**config.mk**
```make
export PLATFORM = sky130hd
export DESIGN_NAME = lsu_ctrl
export DESIGN_NICKNAME = d
export VERILOG_FILES = /design/src/rtl/lsu_ctrl_pkg.sv /design/src/rtl/lsu_align.sv /design/src/rtl/lsu_ctrl.sv
export SDC_FILE = /design/constraint.sdc
export NUM_CORES = 1
export LEC_CHECK = 0
export ABC_CLOCK_PERIOD_IN_PS = 2300
export CORE_MARGIN = 2
export CORE_UTILIZATION = 35
export DETAILED_ROUTE_END_ITERATION = 6
export GPL_TIMING_DRIVEN = 0
export PLACE_DENSITY = 0.73
export SYNTH_ARGS = -nofsm -noshare
export SYNTH_HDL_FRONTEND = slang
export SYNTH_SLANG_ARGS = --single-unit
```
**constraint.sdc**
```tcl
create_clock -name CLK -period 2.3 [get_ports CLK]
set_input_delay 0.69 -clock CLK [delete_from_list [all_inputs] [get_ports CLK]]
set_output_delay 0.69 -clock CLK [all_outputs]
set_load 0.01 [all_outputs]
```
**src/rtl/lsu_ctrl_pkg.sv**
```systemverilog
// Shared definitions for the load/store unit: size codes, ls_op bit positions, FSM states.
package lsu_ctrl_pkg;

    localparam logic [1:0] LS_ILL  = 2'b00;
    localparam logic [1:0] LS_BYTE = 2'b01;
    localparam logic [1:0] LS_HALF = 2'b10;
    localparam logic [1:0] LS_WORD = 2'b11;

    localparam int unsigned LS_EN = 3;
    localparam int unsigned LS_ST = 2;

    typedef enum logic [1:0] {
        StIdle = 2'b00,
        StReq  = 2'b01,
        StWait = 2'b10
    } lsu_state_e;

    // Byte-enable pattern for lane 0 before shifting by the byte offset.
    function automatic logic [3:0] size_mask(input logic [1:0] size);
        case (size)
            LS_BYTE: size_mask = 4'b0001;
            LS_HALF: size_mask = 4'b0011;
            default: size_mask = 4'b1111;
        endcase
    endfunction

endpackage

```
**src/rtl/lsu_align.sv**
```systemverilog
// Combinational lane logic: offset alignment, byte enables, store replication, load extract.
module lsu_align
    import lsu_ctrl_pkg::*;
(
    input  logic [1:0]  size,
    input  logic [1:0]  off,
    input  logic [31:0] wdata,
    output logic [1:0]  off_eff,
    output logic [3:0]  be,
    output logic [31:0] st_data,
    input  logic [1:0]  ld_size,
    input  logic [1:0]  ld_off,
    input  logic        ld_sign,
    input  logic [31:0] rdata,
    output logic [31:0] ld_data
);

    logic [31:0] shifted;

    always_comb begin
        // Misaligned halves/words snap down to their natural boundary.
        off_eff = off;
        case (size)
            LS_HALF: off_eff[0] = 1'b0;
            LS_WORD: off_eff    = 2'b00;
            default: ;
        endcase
        be = size_mask(size) << off_eff;
        case (size)
            LS_BYTE: st_data = {4{wdata[7:0]}};
            LS_HALF: st_data = {2{wdata[15:0]}};
            default: st_data = wdata;
        endcase
    end

    always_comb begin
        shifted = rdata >> {ld_off, 3'b000};
        case (ld_size)
            LS_BYTE: ld_data = {{24{ld_sign & shifted[7]}}, shifted[7:0]};
            LS_HALF: ld_data = {{16{ld_sign & shifted[15]}}, shifted[15:0]};
            default: ld_data = shifted;
        endcase
    end

endmodule

```
**src/rtl/lsu_ctrl.sv**
```systemverilog
// Load/store unit with a single-outstanding req/gnt/rvalid data port.
// Define LSU_MISALIGN_TRAP_EN to trap misaligned half/word accesses instead of force-aligning.
module lsu_ctrl
    import lsu_ctrl_pkg::*;
#(
    parameter int unsigned AW   = 32,
    parameter int unsigned RD_W = 5
) (
    input  logic            CLK,
    input  logic            RSTN,
    input  logic [3:0]      ls_op,
    input  logic            ls_sign,
    input  logic [AW-1:0]   ls_addr,
    input  logic [31:0]     ls_wdata,
    input  logic [RD_W-1:0] ls_rd,
    input  logic            ls_flush,
    output logic            lsu_busy,
    output logic            dmem_req,
    output logic            dmem_we,
    output logic [AW-1:0]   dmem_addr,
    output logic [3:0]      dmem_be,
    output logic [31:0]     dmem_wdata,
    input  logic            dmem_gnt,
    input  logic            dmem_rvalid,
    input  logic [31:0]     dmem_rdata,
    output logic            lsu_wb_vld,
    output logic [RD_W-1:0] lsu_wb_rd,
    output logic [31:0]     lsu_wb_data,
    output logic            lsu_misalign
);

    lsu_state_e state_q, state_d;

    logic            st_q, st_d;
    logic [1:0]      size_q, size_d;
    logic [1:0]      off_q, off_d;
    logic            sign_q, sign_d;
    logic [RD_W-1:0] rd_q, rd_d;
    logic            kill_q, kill_d;

    logic            req_d, we_d, wb_vld_d, misalign_d;
    logic [AW-1:0]   addr_d;
    logic [3:0]      be_d;
    logic [31:0]     wdata_d, wb_data_d;
    logic [RD_W-1:0] wb_rd_d;

    logic [1:0]      off_eff;
    logic [3:0]      al_be;
    logic [31:0]     al_st_data, al_ld_data;
    logic            op_valid, misalign, accept;

    lsu_align u_align (
        .size    (ls_op[1:0]),
        .off     (ls_addr[1:0]),
        .wdata   (ls_wdata),
        .off_eff (off_eff),
        .be      (al_be),
        .st_data (al_st_data),
        .ld_size (size_q),
        .ld_off  (off_q),
        .ld_sign (sign_q),
        .rdata   (dmem_rdata),
        .ld_data (al_ld_data)
    );

    assign op_valid = ls_op[LS_EN] && (ls_op[1:0] != LS_ILL) && !ls_flush;

`ifdef LSU_MISALIGN_TRAP_EN
    assign misalign = op_valid && (off_eff != ls_addr[1:0]);
`else
    assign misalign = 1'b0;
`endif

    assign accept = (state_q == StIdle) && op_valid && !misalign;

    always_ff @(posedge CLK or negedge RSTN) begin
        if (!RSTN) begin
            state_q <= StIdle;
        end else begin
            state_q <= state_d;
        end
    end

    always_comb begin
        state_d = state_q;
        unique case (state_q)
            StIdle:  if (accept) state_d = StReq;
            StReq: begin
                if (dmem_gnt)      state_d = StWait;
                else if (ls_flush) state_d = StIdle;
            end
            StWait:  if (dmem_rvalid) state_d = StIdle;
            default: state_d = StIdle;
        endcase
    end

    always_comb begin
        lsu_busy   = (state_q != StIdle) || accept;
        req_d      = dmem_req;
        we_d       = dmem_we;
        addr_d     = dmem_addr;
        be_d       = dmem_be;
        wdata_d    = dmem_wdata;
        wb_vld_d   = 1'b0;
        wb_rd_d    = lsu_wb_rd;
        wb_data_d  = lsu_wb_data;
        misalign_d = 1'b0;
        st_d       = st_q;
        size_d     = size_q;
        off_d      = off_q;
        sign_d     = sign_q;
        rd_d       = rd_q;
        kill_d     = kill_q;
        unique case (state_q)
            StIdle: begin
                misalign_d = misalign;
                if (accept) begin
                    req_d   = 1'b1;
                    we_d    = ls_op[LS_ST];
                    addr_d  = {ls_addr[AW-1:2], 2'b00};
                    be_d    = al_be;
                    wdata_d = al_st_data;
                    st_d    = ls_op[LS_ST];
                    size_d  = ls_op[1:0];
                    off_d   = off_eff;
                    sign_d  = ls_sign;
                    rd_d    = ls_rd;
                    kill_d  = 1'b0;
                end
            end
            StReq: begin
                if (dmem_gnt) begin
                    req_d  = 1'b0;
                    kill_d = ls_flush;
                end else if (ls_flush) begin
                    req_d = 1'b0;
                end
            end
            StWait: begin
                if (ls_flush) kill_d = 1'b1;
                // A flushed access still consumes its response but never writes back.
                if (dmem_rvalid && !st_q && !kill_q && !ls_flush) begin
                    wb_vld_d  = 1'b1;
                    wb_rd_d   = rd_q;
                    wb_data_d = al_ld_data;
                end
            end
            default: ;
        endcase
    end

    always_ff @(posedge CLK or negedge RSTN) begin
        if (!RSTN) begin
            dmem_req     <= 1'b0;
            dmem_we      <= 1'b0;
            dmem_addr    <= '0;
            dmem_be      <= '0;
            dmem_wdata   <= '0;
            lsu_wb_vld   <= 1'b0;
            lsu_wb_rd    <= '0;
            lsu_wb_data  <= '0;
            lsu_misalign <= 1'b0;
            st_q         <= 1'b0;
            size_q       <= LS_ILL;
            off_q        <= 2'b00;
            sign_q       <= 1'b0;
            rd_q         <= '0;
            kill_q       <= 1'b0;
        end else begin
            dmem_req     <= req_d;
            dmem_we      <= we_d;
            dmem_addr    <= addr_d;
            dmem_be      <= be_d;
            dmem_wdata   <= wdata_d;
            lsu_wb_vld   <= wb_vld_d;
            lsu_wb_rd    <= wb_rd_d;
            lsu_wb_data  <= wb_data_d;
            lsu_misalign <= misalign_d;
            st_q         <= st_d;
            size_q       <= size_d;
            off_q        <= off_d;
            sign_q       <= sign_d;
            rd_q         <= rd_d;
            kill_q       <= kill_d;
        end
    end

endmodule

```
Yosys cells after proc, flatten, opt, wreduce, memory -nomap -nowiden

Index checks and enable logic that the tools add are counted.

Eq/ne operators: 12
Shifts and indexed selects: 2
Muxes and demuxes: 20
Bitwise logic cells: 2
Reduce and logical (&&, ||, !) cells: 21

Operators with widths:

| operator                                                               | number |
|---|---|
| 32-bit case mux with 2 select lines                                    | 2 |
| 32-bit by 5-bit right shift with 32-bit output                         | 1 |
| 1-bit two-way mux                                                      | 10 |
| 2-bit equality test (second input constant)                            | 4 |
| 2-bit two-way mux                                                      | 4 |
| 2-bit != test (second input constant)                                  | 4 |
| 4-bit case mux with 2 select lines                                     | 1 |
| 2-bit by 1-bit equality test with 1-bit output (second input constant) | 3 |
| 1-bit logical AND                                                      | 6 |
| 2-bit case mux with 3 select lines                                     | 1 |
| 3-bit AND reduction                                                    | 2 |
| 2-bit nonzero test                                                     | 3 |
| 2-bit AND reduction                                                    | 2 |
| 4-bit AND reduction                                                    | 1 |
| 4-bit by 2-bit left shift with 4-bit output                            | 1 |
| 1-bit logical NOT                                                      | 3 |
| 3-bit != test (second input constant)                                  | 1 |
| 1-bit case mux with 3 select lines                                     | 1 |
| 3-bit nonzero test                                                     | 1 |
| 1-bit bitwise AND                                                      | 2 |
| 2-bit logical NOT                                                      | 1 |
| 1-bit case mux with 2 select lines                                     | 1 |
| 2-bit OR reduction                                                     | 1 |
| 1-bit logical OR                                                       | 1 |

Bits in registers: 119
Bits of input ports: 111
Output and inout bits: 110
Word-level logic and storage cells: 71

Logic depth before layout (Yosys ltp)

Word-level depth: 6
Gate-level depth with buffers: 8
Depth with buffers taken out: 7

Modules after synthesis

From an unflattened synthesis, not the netlist that was laid out.

Cell total of the unflattened synthesis: 477
Area, all modules: 5864.4 um^2

By module, submodules not included:

| module    | times used | cells an instance | area an instance (um^2) | seq. area each (um^2) |
|---|---|---|---|---|
| lsu_ctrl  | 1          | 281               | 4593.2                  | 2977.9 |
| lsu_align | 1          | 196               | 1271.2                  | 0.0 |

Worst setup path after synthesis

Ideal clock, no wire load.

Path kind: input port to output port
From: in ls_op[0]
To: out lsu_busy
Data arrival time: 1.439 ns
Required time: 1.610 ns
Path slack: 0.171 ns
Stages: 4
Path buffers: 0
Cell sequence: inv_1 -> ha_1 -> or3b_1 -> nand2_1

Longest elaborated chain between the ends: 5

RTL lines:

| item                           | line           | RTL |
|---|---|---|
| start, declared                | lsu_ctrl.sv:11 | `input logic [3:0] ls_op,` |
| 2-bit nonzero test             | lsu_ctrl.sv:66 | `assign op_valid = ls_op[LS_EN] && (ls_op[1:0] != LS_ILL) && !ls_flush;` |
| 1-bit logical AND (2 in a row) | lsu_ctrl.sv:66 |  |
| 1-bit logical AND              | lsu_ctrl.sv:74 | `assign accept = (state_q == StIdle) && op_valid && !misalign;` |
| 1-bit logical OR               | lsu_ctrl.sv:98 | `lsu_busy = (state_q != StIdle) \|\| accept;` |
| end, declared                  | lsu_ctrl.sv:17 | `output logic lsu_busy,` |

Every way passes these cells.

Worst setup path after layout

From: in ls_op[1]
To: out lsu_busy

Same word-level chain as after synthesis.

==> metrics <==
outcome=finished, final reports clean; cell area after synthesis=5535 µm²; library cell occupying the most area in the post-synthesis netlist=sky130_fd_sc_hd__dfrtp_1; number of maximum-capacitance violations=0; capturing point of the worst reg2reg path=lsu_wb_data[5]$_DFFE_PN0P_; Area Growth Syn to Fin=56.49%; number of design rule violations left after detail routing=0; largest net degree at the start of global routing=86; minimum clock period after layout=2276 ps; Die Ht=~130 µm; share of the cycle needed by the critical path after routing=0.9895; number of buffers created by CTS=17; count of routing violations after the opening detailed-route iteration=257; final RePlAce weighted congestion=roughly 0.84; Finished Cell Area=just under 9000 µm²; worst voltage drop across the vdd grid=0.6929 mV; slew margin rel.=0.6000; Die ar.=16840 µm²; share of cells above drive strength 1=0.09613; Area after DPL=8008 µm²; count of mapped cells out of synthesis=599; hold buffer count at cts=0; aggregate routed wire length=17980 µm; worst setup path class=in -> out; timing-limited maximum frequency=0.4394 GHz; first-pass GRT wire length=27750 µm; worst setup slack after layout=approximately 24 ps; Tot GR Track Use=0.2169; maximum fanout count along the critical path=4; initial antenna violation count=0; count of endpoints failing hold in the final timing report=0; detailed-route via count=5213; launch instance of the worst register-to-register path=state_q[0]$_DFFE_PN0P_; Synth area leaders=sky130_fd_sc_hd__dfrtp_1, sky130_fd_sc_hd__nand2_1, sky130_fd_sc_hd__a21oi_1; leakage power total=3.897 nW; Least-Margin Pin Slew=597.7 ps; post-route antenna net violation count=0; CTS sink cnt=around 120; Critical Path Sink Type=primary output; Clk Tree Root Cell=sky130_fd_sc_hd__clkbuf_16; IO Port Bufs=217; count of boundary I/O pins=221; HPWL reported at the end of detailed placement=13160 µm; via count of the first global-routing pass=5255; die outline width=129.8 µm; register bit count reported by yosys=119; worst-case clock buffer depth=2; number of rows created at floorplan=45; clock-pin slew of the registers on the worst-case setup and hold paths=60 ps; initial core utilization=0.3614; number of distinct library cell variants in the gate-level netlist after synthesis=40; CP Data Required Time=~1600 ps; total power of the final layout=about 11 mW; area of the core=15310 µm²; mean number of vias per cell=4.895; R2R depth=7; Yosys warning count=0; async set-reset flop share out of synthesis=1.000; Final setup viols=0; arrival time worst endpoint=roughly 1600 ps; syn_area_per_cell=9.241 µm²; Power Dens Cells=between 1000 and 1500 nW/µm²; ys flop type=sky130_fd_sc_hd__dfrtp_1; r2r setup slk=320 ps; wire per inst=between 15 and 20 µm; CP Launch Type=primary input; source-to-sink clock delay at the later pin of the worst-skew pair=approximately 400 ps; EDFF count, synth=0; global-route congestion overflow total=0; area share of the largest cell type after synthesis=0.5380; share of the yosys chip area belonging to registers=0.5380; classification of the worst-slack hold path=in -> async; TritonCTS clock tree=done; Fin Clk Skew=~7.9 ps; number of cells in the finished layout apart from fillers=1065; drt first pass iters=4; number of placed cells counting well taps=1030; worst setup timing slack at the placement stage=-997.1 ps; number of pins with negative max-slew slack in the final report=0; total number of nets in the final design=960; H-tree levels=4
[cell families (layout without fill, tap and decap cells)]
logic type / Yosys count / after routing / share of synthesized area
AO/OA/AOI/OAI: 96 / 96 / 0.1196
adder cells (fa/ha/maj): 9 / 9 / 0.02034
flip-flops: 119 / 119 / 0.5380
AND/OR/NAND/NOR: 297 / 297 / 0.2229
other: 1 / 4 / 0.0006775
multiplexers: 30 / 30 / 0.05674
buffers and inverters: 47 / 299 / 0.04182
[metrics by stage]
stage / setup TNS, ps / util / hold WS, ps
floorplan: 0 / - / 394.4
global placement: -562650 / 0.5210 / 449.2
detailed placement: -48850 / 0.5229 / 461.3
CTS: 0 / 0.5635 / 158.7
global route: -0.9395 / 0.5654 / 176.6
finish: 0 / 0.5656 / 164.0
[where the power goes]
part | switching [mW] | internal [mW]
logic | 2.26 | 2.44
clock network | 1.02 | 1.74
registers | 0.525 | 3.01
total | 3.80 | 7.19
[how the worst max path moves through the flow]
stage	start	end
finish	ls_op[1]	lsu_busy
global route	ls_op[0]	lsu_busy
CTS	ls_op[0]	lsu_busy
detailed placement	ls_op[0]	lsu_busy
global placement	RSTN	dmem_wdata[18]$_DFFE_PN0P_
floorplan	ls_op[0]	lsu_busy
[per-layer routing]
metal,vias up,GRT usage,part of all wire
li1,2490,-,-
met1,2453,0.2629,0.41
met2,233,0.3471,0.46
met3,37,0.08774,0.11
met4,0,0.08539,0.024
met5,-,0,0
[registers in the layout, summed over array words and instances, names as in the netlist]
signal and flops:
off_q 2, rd_q 5, sign_q 1, lsu_wb_vld 1
st_q 1, state_q 2, lsu_wb_rd 5, dmem_req 1
dmem_be 4, dmem_wdata 32, lsu_wb_data 32, dmem_addr 30
kill_q 1, size_q 2
[cell usage after synthesis, drive strengths merged, types with 2 or more instances]
master / n
nand3b: 2
nor3b: 2
a22o: 8
o31ai: 2
mux2i: 19
nand2: 199
nand2b: 11
nand3: 17
ha: 9
a221oi: 8
nor2: 47
buf: 23
inv: 7
o21ai: 7
mux2: 11
dfrtp: 119
clkbuf: 16
o2bb2ai: 8
a211oi: 7
a21oi: 42
o311ai: 9
nor2b: 13
[placed cells by master (no fill, tap or decap), types with 11 or more instances in the layout]
master,n
sky130_fd_sc_hd__a21oi_1,42
sky130_fd_sc_hd__buf_2,14
sky130_fd_sc_hd__clkbuf_1,16
sky130_fd_sc_hd__clkbuf_16,17
sky130_fd_sc_hd__clkdlybuf4s50_1,211
sky130_fd_sc_hd__dfrtp_1,119
sky130_fd_sc_hd__mux2_2,11
sky130_fd_sc_hd__mux2i_1,19
sky130_fd_sc_hd__nand2_1,198
sky130_fd_sc_hd__nand2b_1,11
sky130_fd_sc_hd__nand3_1,17
sky130_fd_sc_hd__nor2_1,47
sky130_fd_sc_hd__nor2b_1,13
[what timing repair did]
item	4_1_cts	5_1_grt
pin swaps	1	3
setup endpoints to repair	58	4
resized for setup	20	6
buffers inserted	1	1
[cell type report]
type / instances / area (µm²)
timing repair buffer: 220 / 2211
fill: 1412 / 6653
inverter: 8 / 30.03
clock buffer: 18 / 439.2
tap: 211 / 264.0
antenna: 1 / 2.502
buffer: 39 / 201.4
multi-input combinational: 435 / 2362
clock inverter: 14 / 173.9
sequential: 119 / 2978
[critical path: stages]
cell	delay, ps
sky130_fd_sc_hd__buf_4	110
sky130_fd_sc_hd__inv_2	50
sky130_fd_sc_hd__ha_4	150
sky130_fd_sc_hd__or3b_4	410
sky130_fd_sc_hd__nand2_4	70
sky130_fd_sc_hd__buf_6	100
(Power assumes the default switching activity.)
